`src/rtl/pipe_hazard_ctrl_if.sv`:
```
// Hazard-controller signal bundle: pipeline hazard inputs and stage-register controls.
// The optional performance counters appear only when PIPE_PERF_CNT_EN is defined.
interface pipe_hazard_ctrl_if;
  localparam int unsigned REG_W = 5;

  logic             ex_mem_re;
  logic [REG_W-1:0] ex_rd;
  logic [REG_W-1:0] id_rs1;
  logic [REG_W-1:0] id_rs2;
  logic             id_uses_rs1;
  logic             id_uses_rs2;
  logic             branch_taken;
  logic             mem_req;
  logic             mem_ready;

  logic             pc_write;
  logic             if_id_write;
  logic             id_ex_write;
  logic             ex_mem_write;
  logic             mem_wb_write;
  logic             pc_reset;
  logic             if_id_flush;
  logic             id_ex_bubble;
  logic [1:0]       ctrl_state;
`ifdef PIPE_PERF_CNT_EN
  logic [31:0]      stall_cycles;
  logic [31:0]      flush_count;
`endif

  // Pipeline side: drives hazard information, consumes the stage controls.
  modport master (
    output ex_mem_re, ex_rd, id_rs1, id_rs2, id_uses_rs1, id_uses_rs2,
           branch_taken, mem_req, mem_ready,
    input  pc_write, if_id_write, id_ex_write, ex_mem_write, mem_wb_write,
           pc_reset, if_id_flush, id_ex_bubble, ctrl_state
`ifdef PIPE_PERF_CNT_EN
  , input  stall_cycles, flush_count
`endif
  );

  // Controller side.
  modport slave (
    input  ex_mem_re, ex_rd, id_rs1, id_rs2, id_uses_rs1, id_uses_rs2,
           branch_taken, mem_req, mem_ready,
    output pc_write, if_id_write, id_ex_write, ex_mem_write, mem_wb_write,
           pc_reset, if_id_flush, id_ex_bubble, ctrl_state
`ifdef PIPE_PERF_CNT_EN
  , output stall_cycles, flush_count
`endif
  );
endinterface

```
`src/rtl/pipe_hazard_ctrl.sv`:
```
// Pipeline hazard controller: boot sequencing, memory stalls, branch flushes, load-use stalls.
// Optional PIPE_PERF_CNT_EN adds saturating stall_cycles / flush_count counters.
module pipe_hazard_ctrl (
  input  logic                clk,
  input  logic                reset,
  pipe_hazard_ctrl_if.slave   hz
);

  typedef enum logic [1:0] {
    BOOT     = 2'b00,
    RUN      = 2'b01,
    MEM_WAIT = 2'b10,
    FLUSH    = 2'b11
  } state_t;

  state_t     state, state_nxt;
  logic [1:0] boot_cnt, boot_cnt_nxt;
  logic       lu_mask, lu_mask_nxt;

  logic mem_stall;
  logic load_use;
  logic pc_write, if_id_write, id_ex_write, ex_mem_write, mem_wb_write;
  logic pc_reset, if_id_flush, id_ex_bubble;

  // mem_ready only matters while a request is outstanding.
  assign mem_stall = hz.mem_req && !hz.mem_ready;

  assign load_use = hz.ex_mem_re && (hz.ex_rd != 5'd0) &&
                    ((hz.id_uses_rs1 && (hz.id_rs1 == hz.ex_rd)) ||
                     (hz.id_uses_rs2 && (hz.id_rs2 == hz.ex_rd)));

  always_ff @(posedge clk or posedge reset) begin
    if (reset) begin
      state    <= BOOT;
      boot_cnt <= 2'd0;
      lu_mask  <= 1'b0;
    end else begin
      state    <= state_nxt;
      boot_cnt <= boot_cnt_nxt;
      lu_mask  <= lu_mask_nxt;
    end
  end

  // lu_mask keeps an unchanged hazard from stalling a second consecutive cycle.
  always_comb begin
    state_nxt    = state;
    boot_cnt_nxt = boot_cnt;
    lu_mask_nxt  = 1'b0;
    pc_write     = 1'b1;
    if_id_write  = 1'b1;
    id_ex_write  = 1'b1;
    ex_mem_write = 1'b1;
    mem_wb_write = 1'b1;
    pc_reset     = 1'b0;
    if_id_flush  = 1'b0;
    id_ex_bubble = 1'b0;

    unique case (state)
      BOOT: begin
        pc_reset     = 1'b1;
        if_id_flush  = 1'b1;
        id_ex_bubble = 1'b1;
        pc_write     = 1'b0;
        ex_mem_write = 1'b0;
        mem_wb_write = 1'b0;
        if (boot_cnt == 2'd1) begin
          boot_cnt_nxt = 2'd0;
          state_nxt    = RUN;
        end else begin
          boot_cnt_nxt = boot_cnt + 2'd1;
        end
      end

      RUN: begin
        if (mem_stall) begin
          {pc_write, if_id_write, id_ex_write, ex_mem_write, mem_wb_write} = 5'b00000;
          state_nxt = MEM_WAIT;
        end else if (hz.branch_taken) begin
          if_id_flush  = 1'b1;
          id_ex_bubble = 1'b1;
          state_nxt    = FLUSH;
        end else if (load_use && !lu_mask) begin
          pc_write     = 1'b0;
          if_id_write  = 1'b0;
          id_ex_bubble = 1'b1;
          lu_mask_nxt  = 1'b1;
        end
      end

      MEM_WAIT: begin
        if (mem_stall) begin
          {pc_write, if_id_write, id_ex_write, ex_mem_write, mem_wb_write} = 5'b00000;
        end else if (hz.branch_taken) begin
          if_id_flush  = 1'b1;
          id_ex_bubble = 1'b1;
          state_nxt    = FLUSH;
        end else if (load_use) begin
          pc_write     = 1'b0;
          if_id_write  = 1'b0;
          id_ex_bubble = 1'b1;
          lu_mask_nxt  = 1'b1;
          state_nxt    = RUN;
        end else begin
          state_nxt = RUN;
        end
      end

      FLUSH: begin
        if (mem_stall) begin
          {pc_write, if_id_write, id_ex_write, ex_mem_write, mem_wb_write} = 5'b00000;
          state_nxt = MEM_WAIT;
        end else begin
          state_nxt = RUN;
        end
      end
    endcase
  end

  assign hz.pc_write     = pc_write;
  assign hz.if_id_write  = if_id_write;
  assign hz.id_ex_write  = id_ex_write;
  assign hz.ex_mem_write = ex_mem_write;
  assign hz.mem_wb_write = mem_wb_write;
  assign hz.pc_reset     = pc_reset;
  assign hz.if_id_flush  = if_id_flush;
  assign hz.id_ex_bubble = id_ex_bubble;
  assign hz.ctrl_state   = state;

`ifdef PIPE_PERF_CNT_EN
  logic [31:0] stall_cycles, flush_count;

  // Flush events are exactly the cycles asserting if_id_flush outside BOOT.
  always_ff @(posedge clk or posedge reset) begin
    if (reset) begin
      stall_cycles <= 32'd0;
      flush_count  <= 32'd0;
    end else begin
      if ((state != BOOT) && !pc_write && (stall_cycles != 32'hFFFF_FFFF))
        stall_cycles <= stall_cycles + 32'd1;
      if ((state != BOOT) && if_id_flush && (flush_count != 32'hFFFF_FFFF))
        flush_count <= flush_count + 32'd1;
    end
  end

  assign hz.stall_cycles = stall_cycles;
  assign hz.flush_count  = flush_count;
`else
  // Counters not built.
`endif

endmodule

```
`src/flat_wrapper.sv`:
```
// flat-port wrapper written by rule: the top's interface ports become plain ports
module pipe_hazard_ctrl_flat 
  (clk, reset, hz_ex_mem_re, hz_ex_rd, hz_id_rs1, hz_id_rs2, hz_id_uses_rs1, hz_id_uses_rs2, hz_branch_taken, hz_mem_req, hz_mem_ready, hz_pc_write, hz_if_id_write, hz_id_ex_write, hz_ex_mem_write, hz_mem_wb_write, hz_pc_reset, hz_if_id_flush, hz_id_ex_bubble, hz_ctrl_state);
  pipe_hazard_ctrl_if hz_i ();
  input  logic clk;
  input  logic reset;
  input wire logic [$bits(hz_i.ex_mem_re)-1:0] hz_ex_mem_re;
  input wire logic [$bits(hz_i.ex_rd)-1:0] hz_ex_rd;
  input wire logic [$bits(hz_i.id_rs1)-1:0] hz_id_rs1;
  input wire logic [$bits(hz_i.id_rs2)-1:0] hz_id_rs2;
  input wire logic [$bits(hz_i.id_uses_rs1)-1:0] hz_id_uses_rs1;
  input wire logic [$bits(hz_i.id_uses_rs2)-1:0] hz_id_uses_rs2;
  input wire logic [$bits(hz_i.branch_taken)-1:0] hz_branch_taken;
  input wire logic [$bits(hz_i.mem_req)-1:0] hz_mem_req;
  input wire logic [$bits(hz_i.mem_ready)-1:0] hz_mem_ready;
  output wire logic [$bits(hz_i.pc_write)-1:0] hz_pc_write;
  output wire logic [$bits(hz_i.if_id_write)-1:0] hz_if_id_write;
  output wire logic [$bits(hz_i.id_ex_write)-1:0] hz_id_ex_write;
  output wire logic [$bits(hz_i.ex_mem_write)-1:0] hz_ex_mem_write;
  output wire logic [$bits(hz_i.mem_wb_write)-1:0] hz_mem_wb_write;
  output wire logic [$bits(hz_i.pc_reset)-1:0] hz_pc_reset;
  output wire logic [$bits(hz_i.if_id_flush)-1:0] hz_if_id_flush;
  output wire logic [$bits(hz_i.id_ex_bubble)-1:0] hz_id_ex_bubble;
  output wire logic [$bits(hz_i.ctrl_state)-1:0] hz_ctrl_state;
  assign hz_i.ex_mem_re = hz_ex_mem_re;
  assign hz_i.ex_rd = hz_ex_rd;
  assign hz_i.id_rs1 = hz_id_rs1;
  assign hz_i.id_rs2 = hz_id_rs2;
  assign hz_i.id_uses_rs1 = hz_id_uses_rs1;
  assign hz_i.id_uses_rs2 = hz_id_uses_rs2;
  assign hz_i.branch_taken = hz_branch_taken;
  assign hz_i.mem_req = hz_mem_req;
  assign hz_i.mem_ready = hz_mem_ready;
  assign hz_pc_write = hz_i.pc_write;
  assign hz_if_id_write = hz_i.if_id_write;
  assign hz_id_ex_write = hz_i.id_ex_write;
  assign hz_ex_mem_write = hz_i.ex_mem_write;
  assign hz_mem_wb_write = hz_i.mem_wb_write;
  assign hz_pc_reset = hz_i.pc_reset;
  assign hz_if_id_flush = hz_i.if_id_flush;
  assign hz_id_ex_bubble = hz_i.id_ex_bubble;
  assign hz_ctrl_state = hz_i.ctrl_state;
  pipe_hazard_ctrl u_core (.clk(clk), .reset(reset), .hz(hz_i));
endmodule
```
`config.mk`:
```
export PLATFORM = sky130hd
export DESIGN_NAME = pipe_hazard_ctrl_flat
export DESIGN_NICKNAME = d
export VERILOG_FILES = /design/src/rtl/pipe_hazard_ctrl_if.sv /design/src/rtl/pipe_hazard_ctrl.sv /design/src/flat_wrapper.sv
export SDC_FILE = /design/constraint.sdc
export NUM_CORES = 1
export LEC_CHECK = 0
export ABC_AREA = 1
export CAP_MARGIN = 10
export CORE_MARGIN = 2
export CORE_UTILIZATION = 42
export DETAILED_ROUTE_END_ITERATION = 7
export GPL_ROUTABILITY_DRIVEN = 0
export GPL_TIMING_DRIVEN = 0
export PLACE_DENSITY = 0.94
export SLEW_MARGIN = 10
export SYNTH_ARGS = -nofsm -noshare
export SYNTH_HDL_FRONTEND = slang
export SYNTH_SLANG_ARGS = --single-unit
```
`constraint.sdc`:
```
create_clock -name clk -period 3.37 [get_ports clk]
set_input_delay 1.011 -clock clk [delete_from_list [all_inputs] [get_ports clk]]
set_output_delay 1.011 -clock clk [all_outputs]
set_load 0.02 [all_outputs]
```
==> key figures, run 1 <==
STA
  – Hold Worst Slack: roughly 490 ps
  – Total count of max-transition violations in the final report: 0
  – Final Setup Violations: 0
  – Minimum clock period after layout: ~3300 ps
  – Final number of hold-violating endpoints: 0
  – Worst Clk Skew: around 3.7 ps
  – Max transition margin: between 70% and 80%
  – Slew at the pin with the worst max-slew slack: approximately 360 ps
  – Maximum clock frequency: just over 300 MHz
  – Share of the clock period used by the worst path after layout: 98.0%

Synth
  – Cell area after technology mapping: between 600 and 700 um^2
  – Number of cells produced by synthesis: between 100 and 150
  – Yosys warning total: 0
  – Mapped Avg Cell Area: 5.58 um^2
  – Number of library cell types mapped by synthesis: 21
  – Sequential area share after synthesis: between 10% and 20%
  – Number of nets produced by synthesis: 146
  – FF+latch count, synth: 5
  – Leading area contributor after synthesis: sky130_fd_sc_hd__nand2_1
  – Synth area leaders: sky130_fd_sc_hd__nand2_1 (20%), sky130_fd_sc_hd__dfrtp_1 (19%), sky130_fd_sc_hd__inv_1 (14%)
  – Share of the synthesized area in the top cell type: between 15 and 20%

Power
  – Clock Power Share: 11.9%
  – Maximum resistive drop on vdd: ~0.52 mV
  – Total power per unit cell area: between 500 and 600 mW/mm^2
  – Net Switching: roughly 0.0003 W
  – Leak Pwr: just over 0.6 nW
  – Switching fraction of total power: between 40 and 50%
  – Part of the total power dissipated in combinational logic: between 70% and 80%
  – Cell-internal power: approximately 0.00031 W
  – Portion of total power attributed to sequential cells: between 15 and 20%

Worst setup path
  – Cell mode on critical path: sky130_fd_sc_hd__nand2_2
  – Reg2Reg Setup Slack: 1700 ps
  – Critical Path Sink Type: output port
  – Maximum single-stage delay on the critical path: ~500 ps
  – Worst path slowest cell: sky130_fd_sc_hd__clkdlybuf4s50_1
  – Worst EP arrival: between 2000 and 2500 ps
  – Category of the critical setup timing path: in2out
  – Critical path startpoint category: input port
  – Worst-path fanout max: 5
  – CP required: about 2400 ps
  – Crit-path cells: clkdlybuf4s50_1 -> nor2_4 -> o21ai_1 -> nand3_2 -> nand2_2 -> nand2_2 -> a21oi_2 -> buf_4

Placed design
  – Total half-perimeter wirelength after legalization and detailed placement: between 1000 and 1500 um
  – Cell count after placement: roughly 170
  – Count of input and output buffers: 32

Routing
  – Vias after detailed routing: between 800 and 900
  – Wirelength per Cell: ~11 um
  – Number of remaining DRC errors: 0
  – Iteration-0 DRC count of the detailed router: 13
  – Number of nets still failing antenna checks after routing: 0
  – Wire length after detailed routing: 1900 um
  – Number of detailed-routing iterations run before antenna repair: 4
  – Via density per instance: approximately 4.8

Finish
  – Most common cell after layout, fill and taps aside: sky130_fd_sc_hd__nand2_1
  – Fill count: around 130
  – Number of antenna cells inserted: 0
  – Most frequent cells in the layout: sky130_fd_sc_hd__nand2_1 (33), sky130_fd_sc_hd__inv_1 (23), sky130_fd_sc_hd__dlygate4sd2_1 (15)
  – FF/Latch Area: 125 um^2
  – Fraction of final layout cells with drive strength greater than 1: a little under a fifth
  – Final design utilization: 71.6%
  – Area of the multi-input gates: about 460 um^2
  – Number of nets in the final layout: 184
  – Area growth, synth to finish: 62.0%
  – Number of cells in the finished layout apart from fillers: around 170

Global route
  – Overflow after GRT: 0
  – Global-route wire length before repair: a little under 3000 um
  – Number of antenna violations at the first check in global routing: 0
  – Maximum number of pins on one net before global-route repair: 8
  – Number of global-route vias before repair: slightly below 800
  – GRT Overall Usage: between 20% and 30%

Clock tree
  – Number of H-tree branching levels: 1
  – CTS tree: yes
  – Clock root cell: sky130_fd_sc_hd__clkbuf_4
  – Maximum number of buffers from clock root to sink: 2
  – Clock-pin slew on the worst setup and hold paths: approximately 40 ps
  – Later-pin clock latency in the skew report: between 200 and 300 ps
  – Total CTS buffers: 3
  – # clock sinks: 5

Run
  – MaxCap Viol Count: 0

Worst hold path
  – Kind of path behind the tightest hold check: reg2reg

Floorplanning
  – Die W: between 40 and 50 um
  – Ports placed on the boundary: 33
  – Initial core utilization: about 44%
  – Area enclosed by the die boundary: around 0.0019 mm^2
  – Core footprint: 0.00149 mm^2
  – Placement Rows: 14
  – Die span in y: between 40 and 50 um

Status
  – Run status: complete, no violations
-- critical path, delay by kind of cell --
kind,cells,cell delay [ps]
AO/OA/AOI/OAI,2,340
AND/OR/NAND/NOR,4,290
buffers and inverters,2,650
-- synth_stat cells, drive strengths merged --
master	n
a21oi	7
o211ai	1
xor2	1
ha	5
nor3	1
nand2	36
clkbuf	1
nand3	6
nor2	17
nand4	3
o21ai	5
dfrtp	5
buf	1
a211oi	1
inv	28
-- path summary, 6_finish.rpt --
kind / end / cells after the start / startpoint
setup / recovery: hz_id_ex_bubble / 8 / hz_mem_ready
hold / removal: u_core.boot_cnt[1] / 1 / u_core.boot_cnt[0]
setup reg to reg: u_core.hz.ctrl_state[1] / 8 / u_core.hz.ctrl_state[1]
hold reg to reg: u_core.boot_cnt[1] / 1 / u_core.boot_cnt[0]
max in group asynchronous: u_core.hz.ctrl_state[0] / 2 / reset
min in group asynchronous: u_core.boot_cnt[1] / 2 / reset
-- what timing repair did --
item                       CTS  global route
setup endpoints to repair    7             5
buffers inserted             1             0
hold buffers                 0             0
cloned                       0             0
resized for setup           32            23
pin swaps                    8            11
-- registers in the layout, summed over array words and instances (netlist names) --
name and cells:
u_core.boot_cnt 2, u_core.hz.ctrl_state 2, u_core.lu_mask 1
-- per-stage QoR --
stage	cell area [um^2]	setup WS, ps	power [W]	TNS (ps)
4_1_cts	1000	3.02	0.000567	0
5_1_grt	1070	-69.0	0.000663	-167
6_report	1070	67.0	0.000607	0
3_3_place_gp	998	-529	0.000508	-1890
2_1_floorplan	658	436	0.000348	0
3_5_place_dp	998	-579	0.000516	-2090
-- power groups by stage --
| stage | sequential (W) | combinational (W) | clock (W) |
|---|---|---|---|
| after floorplan | 0.000113 | 0.000235 | 0 |
| after global placement | 0.000103 | 0.000405 | 0 |
| after detailed placement | 0.000105 | 0.000411 | 0 |
| after CTS | 0.000104 | 0.000388 | 0.0000755 |
| after global routing | 0.000107 | 0.000476 | 0.0000805 |
| final | 0.000104 | 0.000431 | 0.0000722 |
-- routing by layer --
metal / global-route usage [%] / wire [um] / vias up
li1: - / - / 434
met1: 22.1 / 781 / 367
met2: 35.9 / 966 / 21
met3: 7.50 / 106 / 4
met4: 13.3 / 40 / 0
met5: 0 / 0 / -
-- cell type report --
type	instances	area share, %
Buffer	2	1.06
Clock buffer	4	2.46
Inverter	28	9.86
Multi-Input combinational cell	83	43.5
Sequential cell	5	11.7
Tap cell	16	1.88
Timing Repair Buffer	33	29.5
-- kinds of logic (layout without fill, tap and decap cells) --
family / count (synthesis) / count (layout) / synth area share [%]
xor gates and xnor gates: 1 / 1 / 1.33
buffers and inverters: 30 / 67 / 17.7
DFF: 5 / 5 / 19.0
and+or+nand+nor: 63 / 63 / 41.1
adders and majority gates: 5 / 5 / 9.51
AOI/OAI and AO/OA: 14 / 14 / 11.4
(Power assumes the default switching activity.)
==> inputs of run 2 (changes only) <==
--- a/config.mk
+++ b/config.mk
@@ -8,11 +8,12 @@
 export ABC_AREA = 1
 export CAP_MARGIN = 10
 export CORE_MARGIN = 2
-export CORE_UTILIZATION = 42
+export CORE_UTILIZATION = 44
+export CTS_BUF_LIST = sky130_fd_sc_hd__clkbuf_8
 export DETAILED_ROUTE_END_ITERATION = 7
 export GPL_ROUTABILITY_DRIVEN = 0
 export GPL_TIMING_DRIVEN = 0
-export PLACE_DENSITY = 0.94
+export PLACE_DENSITY = 0.95
 export SLEW_MARGIN = 10
 export SYNTH_ARGS = -nofsm -noshare
 export SYNTH_HDL_FRONTEND = slang
==> run 2 against run 1 <==
  * Global-route usage up 1.7 points
  * Highest routed layer unchanged
  * Via count stayed put
  * Largest power group unchanged
  * Count of clock-buffer cells in the layout is 1 lower
  * Cell count is 1.2% lower
  * Cell area fell by 1.2%
==> key figures, run 2 (same netlist as run 1, synthesis figures left out) <==
Status
  – Run status: complete, no violations

Worst setup path
  – Worst path slowest cell: sky130_fd_sc_hd__clkdlybuf4s50_1
  – Cell mode on critical path: sky130_fd_sc_hd__inv_1
  – Category of the critical setup timing path: in2out
  – Worst EP arrival: 2270 ps
  – Worst Reg-to-Reg Cells: 8
  – Reg2Reg Setup Slack: between 1500 and 2000 ps
  – Critical register-to-register path endpoint: u_core.hz.ctrl_state[1]
  – CP required: between 2000 and 2500 ps
  – Worst reg2reg path startpoint: u_core.hz.ctrl_state[1]
  – Worst-path fanout max: 5
  – Maximum single-stage delay on the critical path: between 400 and 500 ps
  – Crit-path cells: clkdlybuf4s50_1 -> inv_1 -> nor2_4 -> inv_1 -> nor2_2 -> nor3_1 -> dlygate4sd2_1
  – Critical path startpoint category: input port
  – Critical Path Sink Type: output port

Clock tree
  – Clock root cell: sky130_fd_sc_hd__clkbuf_8
  – Clock-pin slew on the worst setup and hold paths: roughly 40 ps
  – CTS tree: yes
  – Number of H-tree branching levels: 1
  – Post-CTS setup buffer count: 0
  – Later-pin clock latency in the skew report: ~230 ps
  – Maximum number of buffers from clock root to sink: 2
  – # clock sinks: 5
  – Total CTS buffers: 3

Floorplanning
  – Ports placed on the boundary: 33
  – Placement Rows: 13
  – Die W: 42.7 um
  – Initial core utilization: 48.7%
  – Die span in y: 42.7 um
  – Area enclosed by the die boundary: 0.00182 mm^2
  – Core footprint: roughly 0.0014 mm^2

Routing
  – Wire length after detailed routing: roughly 2000 um
  – Number of nets still failing antenna checks after routing: 0
  – Number of detailed-routing iterations run before antenna repair: 5
  – Number of remaining DRC errors: 0
  – Wirelength per Cell: approximately 12 um
  – Via density per instance: between 4 and 5
  – Iteration-0 DRC count of the detailed router: 27
  – Vias after detailed routing: between 800 and 900

STA
  – Share of the clock period used by the worst path after layout: 97.4%
  – Total count of max-transition violations in the final report: 0
  – Minimum clock period after layout: approximately 3300 ps
  – Maximum clock frequency: 305 MHz
  – Worst Clk Skew: between 0.3 and 0.4 ps
  – Worst setup slack after layout: 87.0 ps
  – Slew at the pin with the worst max-slew slack: about 370 ps
  – Final number of hold-violating endpoints: 0
  – Max transition margin: between 70% and 80%
  – Final Setup Violations: 0

Run
  – MaxCap Viol Count: 0

Finish
  – Most frequent cells in the layout: sky130_fd_sc_hd__nand2_1 (35), sky130_fd_sc_hd__inv_1 (24), sky130_fd_sc_hd__dlygate4sd2_1 (16)
  – Fill count: about 120
  – FF/Latch Area: between 100 and 150 um^2
  – Number of antenna cells inserted: 0
  – Fraction of final layout cells with drive strength greater than 1: between 10% and 20%
  – Number of nets in the final layout: ~180
  – Area growth, synth to finish: 60.1%
  – Area of the multi-input gates: between 400 and 500 um^2
  – Most common cell after layout, fill and taps aside: sky130_fd_sc_hd__nand2_1

Power
  – Portion of total power attributed to sequential cells: approximately 17%
  – Net Switching: ~0.00030 W
  – Cell-internal power: between 0.0003 and 0.0004 W
  – Total power per unit cell area: ~600 mW/mm^2
  – Clock Power Share: between 10% and 20%
  – Part of the total power dissipated in combinational logic: 65.3%
  – Tot Pwr: 0.000630 W
  – Leak Pwr: approximately 0.61 nW
  – Maximum resistive drop on vdd: around 0.44 mV
  – Switching fraction of total power: approximately 48%

Worst hold path
  – Cell depth of the worst min-delay path: 1
  – Hold path start: u_core.boot_cnt[0]
  – Kind of path behind the tightest hold check: reg2reg
  – End point of the worst hold path: u_core.boot_cnt[1]

Global route
  – Overflow after GRT: 0
  – Global-route wire length before repair: around 3200 um
  – GRT Overall Usage: between 20% and 30%
  – Number of antenna violations at the first check in global routing: 0
  – Number of global-route vias before repair: 783
  – Maximum number of pins on one net before global-route repair: 8

Placed design
  – Count of input and output buffers: 32
  – Total half-perimeter wirelength after legalization and detailed placement: between 1500 and 2000 um
  – Post-Place Setup Slack: -628 ps
## run 2: metal layers
layer	part of all wire, %	global-route usage (%)	routed length, um	up-vias
li1	-	-	-	428
met1	40	27.5	789	365
met2	52	40.3	1030	28
met3	5.8	3.40	115	5
met4	1.7	8.75	34	0
met5	0	0	0	-
## run 2: repair_timing
item                       4_1_cts  5_1_grt
setup endpoints to repair        7        5
hold endpoints to repair         0        0
pin swaps                        9       11
resized for setup               35       11
hold buffers                     0        0
## run 2: metrics by stage
step                      TNS [ps]  std cells  cell area, um^2  hold WS [ps]  utilization (%)
after floorplan                  0        118              658           457                -
after global placement       -1840        165              997           472             73.9
after detailed placement     -2150        165              997           488             73.9
after CTS                   -0.496        169             1030           492             76.0
after global routing         -5.22        169             1050           506             78.0
final                            0        169             1050           493             78.0
## run 2: power by group through the flow
stage / sequential [W] / combinational (W) / clock, W
finish: 0.000107 / 0.000411 / 0.000112
global placement: 0.000105 / 0.000410 / 0
floorplan: 0.000113 / 0.000235 / 0
CTS: 0.000106 / 0.000401 / 0.000111
detailed placement: 0.000106 / 0.000420 / 0
global route: 0.000109 / 0.000451 / 0.000117
## run 2: critical path, delay by kind of cell
family,cells,cell delay [ps]
buffers and inverters,4,940
AND/OR/NAND/NOR,3,320
## run 2: area by class of cell
cell class / count / share of cell area, %
Timing Repair Buffer: 32 / 28.9
Clock inverter: 1 / 0.356
Multi-Input combinational cell: 83 / 42.2
Tap cell: 15 / 1.78
Clock buffer: 3 / 3.92
Buffer: 2 / 1.07
Inverter: 28 / 9.98
Sequential cell: 5 / 11.9
## run 2: worst max path at each step
stage / start / to / slack, ps / depth (start not counted)
finish: hz_mem_req / hz_if_id_flush / 90 / 7
global route: hz_ex_rd[0] / hz_id_ex_bubble / -5 / 12
CTS: hz_id_rs2[3] / hz_id_ex_bubble / -0.5 / 11
detailed placement: hz_ex_rd[4] / hz_id_ex_bubble / -630 / 12
global placement: hz_ex_rd[1] / hz_id_ex_bubble / -520 / 12
floorplan: u_core.hz.ctrl_state[0] / hz_pc_write / 440 / 6
